## src/rtl/bsg_manycore_io_dispatch_monitor.sv

```systemverilog
// South-edge I/O dispatcher: steers loader packets to per-column registered link slots with
// outbound credit tracking, and folds per-column finish/fail events into one run-status FSM.
module bsg_manycore_io_dispatch_monitor #(
   parameter int unsigned num_channels_p    = 4,
   parameter int unsigned packet_width_p    = 80,
   parameter int unsigned chan_sel_lsb_p    = 0,
   parameter int unsigned max_out_credits_p = 4,
   parameter int unsigned finish_mode_p     = 0,
   parameter int unsigned timeout_cycles_p  = 0,
   parameter int unsigned cycle_width_p     = 40
) (
   input  logic                                                     clk_i,
   input  logic                                                     reset_n_i,
   input  logic                                                     start_i,
   input  logic [packet_width_p-1:0]                                load_data_i,
   input  logic                                                     load_v_i,
   output logic                                                     load_ready_o,
   output logic [num_channels_p*packet_width_p-1:0]                 link_data_o,
   output logic [num_channels_p-1:0]                                link_v_o,
   input  logic [num_channels_p-1:0]                                link_ready_i,
   input  logic [num_channels_p-1:0]                                credit_return_i,
   output logic [num_channels_p*$clog2(max_out_credits_p+1)-1:0]    out_credits_o,
   input  logic [num_channels_p-1:0]                                finish_i,
   input  logic [num_channels_p-1:0]                                fail_i,
   output logic [1:0]                                               state_o,
   output logic [cycle_width_p-1:0]                                 cycle_count_o,
   output logic                                                     finish_o,
   output logic                                                     success_o,
   output logic                                                     timeout_o,
   output logic                                                     err_o
);

   localparam int unsigned sel_w  = (num_channels_p > 1) ? $clog2(num_channels_p) : 1;
   localparam int unsigned cred_w = $clog2(max_out_credits_p + 1);
   localparam logic [cred_w-1:0]        cred_max_lp = cred_w'(max_out_credits_p);
   // Last RUN cycle value before a timeout; meaningless (and unused) when the timeout is off.
   localparam logic [cycle_width_p-1:0] tmo_last_lp = cycle_width_p'(timeout_cycles_p - 1);

   typedef enum logic [1:0] {
      st_idle    = 2'b00,
      st_run     = 2'b01,
      st_done    = 2'b10,
      st_timeout = 2'b11
   } state_e;

   state_e state_r, state_n;

   logic [num_channels_p-1:0][packet_width_p-1:0] slot_data_r;
   logic [num_channels_p-1:0]                     slot_v_r;
   logic [num_channels_p-1:0][cred_w-1:0]         cred_r;
   logic [num_channels_p-1:0]                     fin_r, fail_r;
   logic [cycle_width_p-1:0]                      cycle_r;
   logic                                          success_r, err_r;

   logic [sel_w-1:0]          chan_c;
   logic [num_channels_p-1:0] sel_c, push_c, overflow_c;
   logic                      chan_ok_c, ready_hit_c, active_c, acc_c, drop_c;
   logic                      done_c, tmo_c, run_c, cnt_en_c, latch_c;

   // Destination decode: one-hot select, all-zero when the column does not exist.
   always_comb begin
      chan_c = load_data_i[chan_sel_lsb_p +: sel_w];
      sel_c  = '0;
      for (int i = 0; i < int'(num_channels_p); i++)
         sel_c[i] = (chan_c == sel_w'(i));
      chan_ok_c = |sel_c;
   end

   // Accept when the target slot has a credit and is empty or emptying this cycle.
   always_comb begin
      ready_hit_c = 1'b0;
      for (int i = 0; i < int'(num_channels_p); i++)
         ready_hit_c = ready_hit_c |
                       (sel_c[i] & (cred_r[i] != '0) & (~slot_v_r[i] | link_ready_i[i]));
      active_c     = (state_r == st_idle) || (state_r == st_run);
      load_ready_o = active_c & (~chan_ok_c | ready_hit_c);
      acc_c        = load_v_i & load_ready_o;
      drop_c       = acc_c & ~chan_ok_c;
      push_c       = {num_channels_p{acc_c}} & sel_c;
      overflow_c   = '0;
      for (int i = 0; i < int'(num_channels_p); i++)
         overflow_c[i] = credit_return_i[i] & ~push_c[i] & (cred_r[i] == cred_max_lp);
   end

   always_ff @(posedge clk_i or negedge reset_n_i) begin
      if (!reset_n_i) begin
         slot_v_r    <= '0;
         slot_data_r <= '0;
      end else begin
         for (int i = 0; i < int'(num_channels_p); i++) begin
            if (push_c[i]) begin
               slot_v_r[i]    <= 1'b1;
               slot_data_r[i] <= load_data_i;
            end else if (link_ready_i[i]) begin
               slot_v_r[i] <= 1'b0;
            end
         end
      end
   end

   // Credit counters saturate at the maximum; a simultaneous return and accept cancel.
   always_ff @(posedge clk_i or negedge reset_n_i) begin
      if (!reset_n_i) begin
         for (int i = 0; i < int'(num_channels_p); i++)
            cred_r[i] <= cred_max_lp;
      end else begin
         for (int i = 0; i < int'(num_channels_p); i++) begin
            case ({credit_return_i[i], push_c[i]})
               2'b10: if (cred_r[i] != cred_max_lp) cred_r[i] <= cred_r[i] + cred_w'(1);
               2'b01: cred_r[i] <= cred_r[i] - cred_w'(1);
               default: ;
            endcase
         end
      end
   end

   always_comb begin
      done_c = (finish_mode_p != 0) ? (&(fin_r | finish_i)) : (|(fin_r | finish_i));
      tmo_c  = (timeout_cycles_p != 0) && (cycle_r == tmo_last_lp);
   end

   always_ff @(posedge clk_i or negedge reset_n_i) begin
      if (!reset_n_i) state_r <= st_idle;
      else            state_r <= state_n;
   end

   // DONE takes priority over a timeout landing in the same cycle.
   always_comb begin
      state_n = state_r;
      case (state_r)
         st_idle: if (start_i) state_n = st_run;
         st_run: begin
            if (done_c)     state_n = st_done;
            else if (tmo_c) state_n = st_timeout;
         end
         default: ;
      endcase
   end

   always_comb begin
      run_c     = (state_r == st_run);
      cnt_en_c  = run_c & (state_n == st_run);
      latch_c   = run_c & done_c;
      state_o   = state_r;
      finish_o  = (state_r == st_done);
      timeout_o = (state_r == st_timeout);
   end

   always_ff @(posedge clk_i or negedge reset_n_i) begin
      if (!reset_n_i) begin
         cycle_r   <= '0;
         fin_r     <= '0;
         fail_r    <= '0;
         success_r <= 1'b0;
         err_r     <= 1'b0;
      end else begin
         if (run_c) begin
            fin_r  <= fin_r | finish_i;
            fail_r <= fail_r | fail_i;
         end
         if (cnt_en_c) cycle_r <= cycle_r + cycle_width_p'(1);
         if (latch_c) success_r <= ~|(fail_r | fail_i);
         if (drop_c | (|overflow_c)) err_r <= 1'b1;
      end
   end

   assign link_data_o   = slot_data_r;
   assign link_v_o      = slot_v_r;
   assign out_credits_o = cred_r;
   assign cycle_count_o = cycle_r;
   assign success_o     = success_r;
   assign err_o         = err_r;

endmodule

```

## config.mk

```make
export PLATFORM = sky130hd
export DESIGN_NAME = bsg_manycore_io_dispatch_monitor
export DESIGN_NICKNAME = d
export VERILOG_FILES = /design/src/rtl/bsg_manycore_io_dispatch_monitor.sv
export SDC_FILE = /design/constraint.sdc
export NUM_CORES = 1
export LEC_CHECK = 0
export ABC_AREA = 1
export BUFFER_PORTS_ARGS = -buffer_cell sky130_fd_sc_hd__buf_2
export CELL_PAD_IN_SITES_DETAIL_PLACEMENT = 1
export CELL_PAD_IN_SITES_GLOBAL_PLACEMENT = 2
export CORE_MARGIN = 3
export CORE_UTILIZATION = 30
export CTS_CLUSTER_SIZE = 10
export DETAILED_ROUTE_END_ITERATION = 8
export GPL_TIMING_DRIVEN = 1
export PLACE_DENSITY_LB_ADDON = 0.1
export SYNTH_ARGS = -nofsm -noshare
export SYNTH_HDL_FRONTEND = slang
export SYNTH_SLANG_ARGS = --single-unit
export TNS_END_PERCENT = 20
```

## constraint.sdc

```tcl
create_clock -name clk_i -period 2.6 [get_ports clk_i]
set_input_delay 0.26 -clock clk_i [delete_from_list [all_inputs] [get_ports clk_i]]
set_output_delay 0.26 -clock clk_i [all_outputs]
set_load 0.02 [all_outputs]
```

# Word-level counts from Yosys, hierarchy flattened
# Cells that the tools add are included.
totals:
  regBits: 388
  in_bits: 100
  out_inout_bits: 383
  elab_cells: 139
classes:
  mux: 19
  n_eq_ne: 27
  reduce_logical: 24
  bitwise: 42
  addsub: 9
op_table:
  columns: ["operator", "count"]
  rows:
  - ["40-bit by 1-bit adder with 40-bit output (second input constant)", 1]
  - ["3-bit case mux with 2 select lines", 4]
  - ["1-bit AND", 21]
  - ["2-bit equality test (second input constant)", 8]
  - ["2-bit nonzero test", 8]
  - ["4-bit OR reduction", 4]
  - ["2-bit by 1-bit equality test with 1-bit output (second input constant)", 7]
  - ["3-bit by 1-bit adder with 3-bit output (second input constant)", 4]
  - ["3-bit equality test (second input constant)", 4]
  - ["3-bit two-way mux", 4]
  - ["3-bit inequality test (second input constant)", 4]
  - ["3-bit nonzero test", 4]
  - ["3-bit by 1-bit subtractor with 3-bit output (second input constant)", 4]
  - ["1-bit inverter", 9]
  - ["1-bit OR", 9]
  - ["1-bit two-way mux", 8]
  - ["2-bit inequality test (second input constant)", 4]
  - ["4-bit OR", 2]
  - ["2-bit AND reduction", 4]
  - ["4-bit AND", 1]
  - ["2-bit logical NOT", 2]
  - ["2-bit two-way mux", 2]
  - ["2-bit case mux with 2 select lines", 1]
  - ["1-bit logical NOT", 1]
  - ["1-bit logical OR", 1]

# Longest topological paths before layout
depth:
  word_depth: 15
  ltp_mapped: 14
  depth_no_buf: 14

# Least setup slack after synthesis
# Ideal clock, no wire load.
synth_timing:
  path_type: "flip-flop to flip-flop"
  from: "register cred_r (netlist bit out_credits_o[2])"
  to: "register cred_r (netlist bit out_credits_o[10])"
  arrival_ns: 1.948
  path_stages_with_launch: 12
  required_time_ns: 2.472
  setup_time_ns: 0.128
  path_buffers: 0
  path_slack_ns: 0.525
  path_cell_list: "dfstp_2 > inv_1 > nand3_1 > nand3_1 > nand2_1 > nor2_2 > nor2_8 > nand4_1 > fa_1 > inv_1 > nand2_1 > o21ai_0"
synth_between:
  elab_chain_cells: 13
synth_lines:
  columns: ["element", "line_no", "rtl"]
  rows:
  - ["start: declaration", "50", "logic [num_channels_p-1:0][cred_w-1:0] cred_r;"]
  - ["start signal: indexed assignment", "105", "cred_r[i] <= cred_max_lp;"]
  - ["start signal: indexed assignment", "110", "2'b01: cred_r[i] <= cred_r[i] - cred_w'(1);"]
  - ["3-bit nonzero test (*)", "74", "(sel_c[i] & (cred_r[i] != '0) & (~slot_v_r[i] | link_ready_i[i]));"]
  - ["1-bit AND (*) (2 in series)", "74", null]
  - ["1-bit OR (*) (3 in series)", "73", "ready_hit_c = ready_hit_c |"]
  - ["1-bit OR (*)", "76", "load_ready_o = active_c & (~chan_ok_c | ready_hit_c);"]
  - ["1-bit AND (*)", "76", null]
  - ["net load_ready_o", "17", "output logic load_ready_o,"]
  - ["1-bit AND (*)", "77", "acc_c = load_v_i & load_ready_o;"]
  - ["4-bit AND (*)", "79", "push_c = {num_channels_p{acc_c}} & sel_c;"]
  - ["2-bit equality test / 2-bit by 1-bit equality test with 1-bit output (equally long branches)", "108", "case ({credit_return_i[i], push_c[i]})"]
  - ["2-bit inequality test (no source line) / 2-bit nonzero test (equally long branches)", null, null]
  - ["2-bit AND reduction (no source line)", null, null]
# The timed path passes the listed nets; every way through them passes the cells marked *.
# A chain may end at the register's enable or synchronous reset.

# Worst setup path after layout
layout_timing:
  from: "register cred_r (netlist bit out_credits_o[8])"
  to: "register err_r, in the netlist err_o"
layout_between:
  elab_chain_cells: 14
layout_lines:
  columns: ["element", "line_no", "rtl"]
  rows:
  - ["3-bit nonzero test", "74", null]
  - ["1-bit AND (2 in series)", "74", null]
  - ["1-bit OR (2 in series)", "73", null]
  - ["1-bit OR", "76", null]
  - ["1-bit AND", "76", null]
  - ["1-bit AND", "77", null]
  - ["4-bit AND", "79", null]
  - ["1-bit inverter", "82", "overflow_c[i] = credit_return_i[i] & ~push_c[i] & (cred_r[i] == cred_max_lp);"]
  - ["1-bit AND (2 in series)", "82", null]
  - ["4-bit OR reduction", "163", "if (drop_c | (|overflow_c)) err_r <= 1'b1;"]
  - ["1-bit OR (*)", "163", null]
  - ["end signal: assignment", "155", "err_r <= 1'b0;"]
  - ["end signal: assignment", "163", null]
  - ["end: declaration", "53", "logic success_r, err_r;"]
# Every way passes the cells marked *; elsewhere a longest branch is shown, timed or not.

==> impl_metrics.json <==
{
  "powerDensity_nw_per_um2": 634,
  "diodes": 0,
  "setup.worst_path.end": "err_o",
  "routed_wl_um": 53600,
  "crit_arrival_ns": 2.86,
  "antenna_found_initial": 0,
  "post_dp_cell_area_um2": 18500,
  "initial_utilization": 0.307,
  "cpMostUsedCell": "nand3_1",
  "path_max_fanout": 69,
  "netlist_area_um2": 15200,
  "yosys-top-cells-area": "dfrtp_1, nand2_1, o21ai_0",
  "ctsRootBufferMaster": "clkbuf_16",
  "rows": 81,
  "synth_top_area_cell": "dfrtp_1",
  "grt_pass1_vias": 13500,
  "crit_type": "register to register",
  "ys_ff_latch": 388,
  "ir_drop_mv": 0.418,
  "numCtsBuffers": 46,
  "ios": 483,
  "required_ns": 3.04,
  "hold_depth": 3,
  "tritoncts": "done",
  "dp.final_hpwl_um": 39300,
  "skew_ns": 0.0119,
  "syn_area_per_cell_um2": 9.71,
  "reg2regPathDepth": 11,
  "synth_nets": 1674,
  "syn2layout_area_growth_pct": 35.7,
  "tightest_slew_ns": 0.549,
  "num_vias": 12700,
  "slew_headroom": 0.631,
  "grt_max_degree": 92,
  "clkTransAtPathRegs_ns": 0.06,
  "io_buffers": 482,
  "r2r_end": "err_o",
  "synth_cell_types": 29,
  "wire_per_inst_um": 18.9,
  "drc": 0,
  "fillers": 5794,
  "clockBufferDepth": 3,
  "layout_common_cells": "buf_2, nand2_1, dfrtp_1",
  "htree_levels": 2,
  "slowest_stage": "dfstp_2",
  "grt_pass1_wl_um": 82400,
  "slowest_delay_ns": 0.56,
  "insertion_delay_ns": 0.56,
  "final.min_clock_period_ns": 2.42,
  "worst_setup_path_start_kind": "register",
  "die_h_um": 231,
  "firstDrtPassIters": 4,
  "first_iter_violations": 553,
  "gr-usage-all-layers": 0.198,
  "critical_path.cell_chain": "inv_1 > nand3_1 > nand3_1 > nand2_1 > nor2_2 > nor2_8 > nand3_4 > buf_12 > nand3_1 > nand4_1 > dlygate4sd3_1",
  "ys_seq_area_frac": 0.638,
  "ff_latch_area_um2": 9710,
  "multi_input_area_um2": 4520,
  "ys_warn_count": 0,
  "reg2reg_slack_ns": 0.18,
  "clock_sinks": 388,
  "fin_crit_sh": 0.931,
  "status": "finished clean",
  "die_w_um": 231,
  "leakage_nw": 11.3,
  "fmax_mhz": 413,
  "layout_commonest_cell": "buf_2",
  "hold_class": "input pin to register",
  "nets": 2247,
  "ant_nets": 0,
  "core_area_um2": 49600,
  "finalSetupTns_ns": 0,
  "startpoint": "out_credits_o[8]",
  "grt_setup_unrepaired": "no",
  "via_per_inst": 4.49,
  "grt_overflow": 0,
  "end_kind": "register",
  "design_area_um2": 20700,
  "drive_gt1_frac": 0.270,
  "rr_startpoint": "out_credits_o[8]",
  "gp_congestion": 0.796,
  "slew_violations": 0,
  "synth_top_cell_area_share": 0.631,
  "finalSetupViolations": 0,
  "syn-instance-count": 1569,
  "fp.dieArea_um2": 53500,
  "maxCapViolations": 0,
  "hold_viol": 0
}
## flip-flops by register name (all words and copies together) (netlist names)
register       cells
cycle_count_o     40
err_o              1
fail_r             4
fin_r              4
link_data_o      320
link_v_o           4
out_credits_o     12
state_o            2
success_o          1
## through the flow
| stage | setup slack (ns) | utilization | std cells | hold WS, ns | total power (W) |
|---|---|---|---|---|---|
| CTS | 0.0234 | 0.416 | 2826 | 0.00149 | 0.0134 |
| global placement | 0.419 | 0.373 | 2670 | 0.237 | 0.00723 |
| floorplan | 0.525 | - | 1569 | -0.0356 | 0.00677 |
| global route | 0.0128 | 0.417 | 2831 | 0.0318 | 0.0137 |
| finish | 0.178 | 0.417 | 2831 | 0.0363 | 0.0131 |
| detailed placement | 0.346 | 0.373 | 2670 | 0.240 | 0.00724 |
## critical path, delay by kind of cell (launching register included)
kind | cells | cell delay, ns
flip-flops | 1 | 0.56
buffers and inverters | 3 | 0.85
AND/OR/NAND/NOR | 8 | 0.89
## metal layers
| layer | global-route usage | wire (µm) |
|---|---|---|
| met5 | 0 | 0 |
| met4 | 0.0674 | 1630 |
| met2 | 0.329 | 25600 |
| met3 | 0.0549 | 3610 |
| met1 | 0.250 | 22800 |
## final cells by class
| cell class | instances | area share |
|---|---|---|
| Timing Repair Buffer | 594 | 0.177 |
| Inverter | 168 | 0.0305 |
| Clock inverter | 3 | 0.00212 |
| Clock buffer | 70 | 0.0620 |
| Tap cell | 664 | 0.0402 |
| Multi-Input combinational cell | 944 | 0.219 |
| Sequential cell | 388 | 0.470 |
## how the worst min path moves through the flow
stage / slack (ns) / start / endpoint
6_report: 0.04 / load_data_i[14] / link_data_o[254]
4_1_cts: 0.001 / load_data_i[14] / link_data_o[254]
2_1_floorplan: -0.04 / reset_n_i / cycle_count_o[0]
3_5_place_dp: 0.24 / reset_n_i / link_data_o[135]
3_3_place_gp: 0.24 / reset_n_i / link_data_o[215]
5_1_grt: 0.03 / load_data_i[14] / link_data_o[254]
## where the power goes
part | switching [W] | internal [W] | total, W
Combinational | 0.000647 | 0.000358 | 0.00100
Clock | 0.00244 | 0.00346 | 0.00590
Sequential | 0.0000815 | 0.00613 | 0.00622
Total | 0.00317 | 0.00995 | 0.0131
## cell usage after synthesis
cell type / number
nand4_2: 1
o21ai_1: 163
nand3_1: 38
o41ai_1: 1
nor3_1: 18
nor4_1: 6
nand3_4: 3
nand2_2: 1
dfstp_2: 4
nor2_1: 40
dfrtp_1: 384
nand4_1: 15
nor2_2: 5
xnor2_1: 13
nor2_4: 6
xor2_1: 28
fa_1: 4
nand3b_1: 2
nor2_8: 1
a21oi_1: 3
nand2_1: 429
buf_6: 11
inv_1: 168
nand2_4: 1
ha_1: 1
buf_4: 1
buf_2: 32
clkbuf_1: 26
o21ai_0: 164
## cells by family after synthesis
| kind of cell | count (synthesis) | share of synthesized area |
|---|---|---|
| AND/OR/NAND/NOR | 566 | 0.157 |
| AO/OA/AOI/OAI | 331 | 0.109 |
| flip-flops | 388 | 0.638 |
| buffers and inverters | 238 | 0.0669 |
| adder cells (fa/ha/maj) | 5 | 0.00608 |
| XOR/XNOR | 41 | 0.0236 |
## what timing repair did
| item | 4_1_cts | 5_1_grt |
|---|---|---|
| endpoints found under the setup margin | 0 | 1 |
| gates resized for setup | 0 | 0 |
| endpoints found under the hold margin | 237 | 0 |
| hold buffers | 83 | 0 |
| buffers inserted | 0 | 4 |
Note: power is estimated with default switching activity, not from simulation.
